[src/rtl/pll_controller_param.sv]
// pll_controller_param: DCO trim controller; measures osc half-periods against div and steps a
// saturating trim value with deadband, lock, stall detection and manual load.
module pll_controller_param #(
    parameter int DIV_W      = 5,
    parameter int TVAL_W     = 7,
    parameter int TRIM_W     = 26,
    parameter int TRIM_SHIFT = 2,
    parameter int COUNT_W    = 8,
    parameter int DEADBAND   = 0,
    parameter int LOCK_CNT   = 8,
    parameter int TVAL_INIT  = 0
) (
    input  logic              clock,
    input  logic              reset,
    input  logic              osc,
    input  logic [DIV_W-1:0]  div,
    input  logic              enable,
    input  logic              load,
    input  logic [TVAL_W-1:0] load_val,
    output logic [TVAL_W-1:0] tval,
    output logic [TRIM_W-1:0] trim,
    output logic              locked,
    output logic              sat_hi,
    output logic              sat_lo,
    output logic              stall
);
    localparam int CW = (COUNT_W > DIV_W ? COUNT_W : DIV_W) + 2;
    localparam int LW = $clog2(LOCK_CNT + 1);
    localparam logic [TVAL_W-1:0] TMAX = {TVAL_W{1'b1}};
    localparam logic [TVAL_W-1:0] TINIT = TVAL_W'(TVAL_INIT);
    localparam logic [CW-1:0] DB = CW'(DEADBAND);
    localparam logic [LW-1:0] LMAX = LW'(LOCK_CNT);

    function automatic logic [TRIM_W-1:0] enc(input logic [TVAL_W-1:0] v);
        logic [TVAL_W-1:0] sh;
        logic [TRIM_W-1:0] r;
        sh = v >> TRIM_SHIFT;
        for (int i = 0; i < TRIM_W; i++) r[i] = int'(sh) > i;
        return r;
    endfunction

    logic s1, s2, hist, first, osc_edge, stall_hit;
    logic pv, pslow, pfast, pzero, slow, fast;
    logic [COUNT_W-1:0] cnt, cnt_inc;
    logic [CW-1:0] period, d, lo, hi;
    logic [LW-1:0] lcnt, lcnt_nx;
    logic [TVAL_W-1:0] tval_nx;

    assign osc_edge  = s2 ^ hist;
    assign cnt_inc   = cnt + 1'b1;
    // the cycle that would bring cnt to all-ones is the timeout, so it repeats every 2^COUNT_W-1 cycles
    assign stall_hit = ~osc_edge & (&cnt_inc);
    assign period    = CW'(cnt) + 1'b1;
    assign d         = CW'(div);
    assign lo        = d > DB ? d - DB : '0;
    assign hi        = d + DB;
    assign slow      = period > hi;
    assign fast      = period < lo;
    assign locked    = lcnt == LMAX;

    always_ff @(posedge clock or negedge reset) begin
        if (!reset) begin
            {s1, s2, hist} <= '0;
            cnt   <= '0;
            first <= 1'b1;
            stall <= 1'b0;
            {pv, pslow, pfast, pzero} <= '0;
        end else begin
            s1    <= osc;
            s2    <= s1;
            hist  <= s2;
            cnt   <= (osc_edge | stall_hit) ? '0 : cnt_inc;
            first <= stall_hit ? 1'b1 : osc_edge ? 1'b0 : first;
            stall <= stall_hit ? 1'b1 : osc_edge ? 1'b0 : stall;
            pv    <= (osc_edge & ~first) | stall_hit;
            pslow <= stall_hit | slow;
            pfast <= ~stall_hit & fast;
            pzero <= ~stall_hit & (div == '0);
        end
    end

    // step decisions are registered on the edge cycle and applied here one cycle later
    always_comb begin
        tval_nx = tval;
        lcnt_nx = lcnt;
        if (load) begin
            tval_nx = load_val;
            lcnt_nx = '0;
        end else if (enable && pv) begin
            if (pzero) lcnt_nx = '0;
            else if (pslow) begin
                tval_nx = tval == TMAX ? tval : tval + 1'b1;
                lcnt_nx = '0;
            end else if (pfast) begin
                tval_nx = tval == '0 ? tval : tval - 1'b1;
                lcnt_nx = '0;
            end else lcnt_nx = lcnt == LMAX ? lcnt : lcnt + 1'b1;
        end
    end

    always_ff @(posedge clock or negedge reset) begin
        if (!reset) begin
            tval   <= TINIT;
            lcnt   <= '0;
            trim   <= enc(TINIT);
            sat_hi <= TINIT == TMAX;
            sat_lo <= TINIT == '0;
        end else begin
            tval   <= tval_nx;
            lcnt   <= lcnt_nx;
            trim   <= enc(tval);
            sat_hi <= tval == TMAX;
            sat_lo <= tval == '0;
        end
    end
endmodule
[config.mk]
export PLATFORM = sky130hd
export DESIGN_NAME = pll_controller_param
export DESIGN_NICKNAME = d
export VERILOG_FILES = /design/src/rtl/pll_controller_param.sv
export SDC_FILE = /design/constraint.sdc
export NUM_CORES = 1
export LEC_CHECK = 0
export CAP_MARGIN = 20
export CELL_PAD_IN_SITES_DETAIL_PLACEMENT = 1
export CELL_PAD_IN_SITES_GLOBAL_PLACEMENT = 1
export CORE_MARGIN = 10
export CORE_UTILIZATION = 40
export CTS_CLUSTER_SIZE = 24
export DETAILED_ROUTE_END_ITERATION = 8
export PLACE_DENSITY = 0.87
export SLEW_MARGIN = 20
export SYNTH_ARGS = -nofsm -noshare
export SYNTH_HDL_FRONTEND = slang
export SYNTH_SLANG_ARGS = --single-unit
[constraint.sdc]
create_clock -name clock -period 2.45 [get_ports clock]
set_input_delay 0.245 -clock clock [delete_from_list [all_inputs] [get_ports clock]]
set_output_delay 0.245 -clock clock [all_outputs]
set_load 0.1 [all_outputs]
==> summary.md <==
| Metric | Value |
|---|---|
| Number of synthesis warnings | 0 |
| Smallest hold slack | 358.6 ps |
| Synth-to-Final Area Change | 24.68% |
| Ratio of final minimum period to clock period | 91.91% |
| Maximum clock skew at final layout | 5.339 ps |
| Maximum level of the CTS H-tree | 2 |
| Clock tree from TritonCTS | built |
| Die span in y | 102.5 um |
| Min cycle time layout | 2252 ps |
| Starting utilization of the core area | 40.52% |
| Die ar. | roughly 11000 um2 |
| Layout Cell Area excl Fill | 3395 um2 |
| Number of flops mapped to enable cells by yosys | 0 |
| Antenna Violating Nets Remaining | 0 |
| Critical-path maximum fanout | 7 |
| Starting DRT DRC Count | 53 |
| Mapped Cells | 260 |
| Critical path cell sequence | inv_2 > ha_2 > a211oi_1 > or4b_2 > nand3_1 > mux2i_1 > o311ai_1 |
| Max Root-Sink Buffers | 2 |
| Kind of start point of the critical path | flip-flop |
| Sum of internal, switching and leakage power | 3.900 mW |
| Critical Path Sink Type | flip-flop |
| Total gr overflow | 0 |
| Routed wire length per instance | 17.29 um |
| Drt first pass iters | 4 |
| Drt via density | approximately 5.3 |
| Top flip-flop cell by instance count after synthesis | sky130_fd_sc_hd__dfrtp_1 |
| Final total negative setup slack | 0 ps |
| Placement Setup Slack | 204.8 ps |
| Required time worst endpoint | 2630 ps |
| Top cell family by delay on the critical path | simple AND/OR/NAND/NOR gates |
| Minimum setup slack in the final design | 198.1 ps |
| Detailed placement HPWL | 5407 um |
| Post-route DRC | 0 |
| Syn Nets | 294 |
| Leakage dissipation | 1.529 nW |
| First-pass GRT wire length | 11530 um |
| Area occupied by multi-input gates | 1225 um2 |
| Most common library cell in the layout ignoring fill and taps | sky130_fd_sc_hd__dfrtp_1 |
| Syn Area/Cell | 10.47 um2 |
| Setup bufs post-CTS | 0 |
| Total buffers and inverters traversed by the critical path | 1 |
| Power Dens Cells | ~1100 nW/um2 |
| Placeable Area | around 6700 um2 |
| Number of top-level pins | 54 |
| Vias post-DR | roughly 2.1k |
| Root buffer selected by CTS | sky130_fd_sc_hd__clkbuf_8 |
| Total count of hold-check failures in the final report | 0 |
| Initial antenna violation count | 0 |
| Number of global-route vias before repair | 2343 |
| Clock transition at the register clock pins on the worst setup and hold paths after CTS | 100 ps |
| Crit path DAT | 2430 ps |
| Worst setup path class | flip-flop to flip-flop |
| Outcome | completed |
| Setup violations, final | 0 |
| Inserted Clock Buffers | 5 |
| Total routed wirelength | between 6000 and 7000 um |
| Cell with the biggest individual delay on the critical path | sky130_fd_sc_hd__or4b_2 |
| Count of antenna diodes in the layout | 0 |
| Worst vdd ir | 0.2887 mV |
| Unrepaired setup endpoints after global routing | no |
| Top library cells by usage in the layout, fill and taps aside | sky130_fd_sc_hd__dfrtp_1 (47), sky130_fd_sc_hd__buf_4 (45), sky130_fd_sc_hd__nand2_1 (23) |
| GP Congestion | ~0.77 |
| Maximum number of pins on one net before global-route repair | 22 |
| Proportion of synthesized flip-flops having asynchronous set or reset | 100.0% |
| Fmax achieved | roughly 440 MHz |
| Sequential area share after synthesis | 51.56% |
| Sinks on the clock net | 56 |
| Number of max-slew violations in the final report | 0 |
| Number of placement rows | 30 |
| Transition time of the tightest slew-check pin | approximately 510 ps |
| Flop and latch count out of synthesis | 56 |
| Peak per-stage delay on the critical path | between 600 and 700 ps |
| Number of buffer cells added on primary ports | between 50 and 60 |
| Type of the most critical hold path | input port to flip-flop |
| X dimension of the die | between 100 and 150 um |
| Gr usage total | 13.79% |
| Seq. cell area | 1413 um2 |
| Count of different cell masters after synthesis | 53 |
| Relative slew slack | 64.85% |
| Fraction of final layout cells with drive strength greater than 1 | around a quarter |
| Netlist area before placement | approximately 2700 um2 |
| Total of max-cap violations | 0 |
| Cell Area, Placed | roughly 3300 um2 |
| Clk Latency, worst-skew pair | 310 ps |
| Final net count | around 350 |
| Filler Cells Inserted | 773 |
synth_stat cells (3+ instances only):
master | count | share of area (%)
sky130_fd_sc_hd__dfrtp_1 | 54 | 50
sky130_fd_sc_hd__nand2_1 | 23 | 3.2
sky130_fd_sc_hd__nor2_1 | 20 | 2.8
sky130_fd_sc_hd__inv_1 | 17 | 2.3
sky130_fd_sc_hd__ha_1 | 16 | 7.4
sky130_fd_sc_hd__o21ai_0 | 14 | 2.6
sky130_fd_sc_hd__a21oi_1 | 13 | 2.4
sky130_fd_sc_hd__nand3_1 | 9 | 1.7
sky130_fd_sc_hd__nor3_1 | 9 | 1.7
sky130_fd_sc_hd__xnor2_1 | 9 | 2.9
sky130_fd_sc_hd__clkbuf_1 | 7 | 0.97
sky130_fd_sc_hd__nor2b_1 | 7 | 1.6
sky130_fd_sc_hd__o21a_1 | 5 | 1.4
sky130_fd_sc_hd__a21o_1 | 4 | 1.1
sky130_fd_sc_hd__mux2_2 | 3 | 1.2
sky130_fd_sc_hd__mux2i_1 | 3 | 1.1
sky130_fd_sc_hd__xor2_1 | 3 | 0.97
area by class of cell:
class	count	area share, %
Multi-Input combinational cell	178	36.09
Clock inverter	3	0.6266
Inverter	17	1.880
Tap cell	80	2.949
Clock buffer	5	2.027
Timing Repair Buffer	62	14.82
Sequential cell	56	41.61
where the power goes:
| part | internal, mW | switching (mW) | total [mW] |
|---|---|---|---|
| registers | 1.10 | 0.110 | 1.21 |
| clock network | 0.204 | 0.316 | 0.520 |
| logic | 0.510 | 1.66 | 2.17 |
final timing paths:
check                       from        to  slack [ps]  depth (start not counted)
setup / recovery           pslow   tval[6]         200                          7
hold / removal               osc        s1         360                          1
setup reg to reg           pslow   tval[6]         200                          7
hold reg to reg               s1        s2         360                          0
max in group asynchronous  reset     first        1360                          3
min in group asynchronous  reset  trim[18]         400                          2
what timing repair did:
action / 4_1_cts / 5_1_grt
endpoints found under the setup margin: 0 / 1
resized for setup: 0 / 5
endpoints found under the hold margin: 18 / 0
hold buffers: 1 / 0
sequential cells by signal (all words and copies together), names as in the netlist, 4 cells and up:
signal and cells:
lcnt 4, tval 7, trim 26, cnt 8
stage by stage:
stage          util (%)  cells
2_1_floorplan         -    260
3_3_place_gp      48.81    392
3_5_place_dp      48.81    392
4_1_cts           50.30    401
5_1_grt           50.52    401
6_report          50.52    401
kinds of logic after synthesis:
kind of cell / count (synthesis) / share of synthesized area (%)
compound gates: 55 / 13.51
xor+xnor: 12 / 3.861
fa+ha+maj: 18 / 8.456
buf+inv: 26 / 3.998
flops: 56 / 51.56
mux: 8 / 3.171
simple gates: 85 / 15.44
per-layer routing:
layer	GRT usage [%]	share of wire, %	vias to the layer above
met5	0	0	-
met3	3.418	7.4	9
met4	4.338	1.3	0
met1	15.09	39	1056
li1	-	-	1014
met2	25.42	52	57
Note: power is estimated with default switching activity, not from simulation.
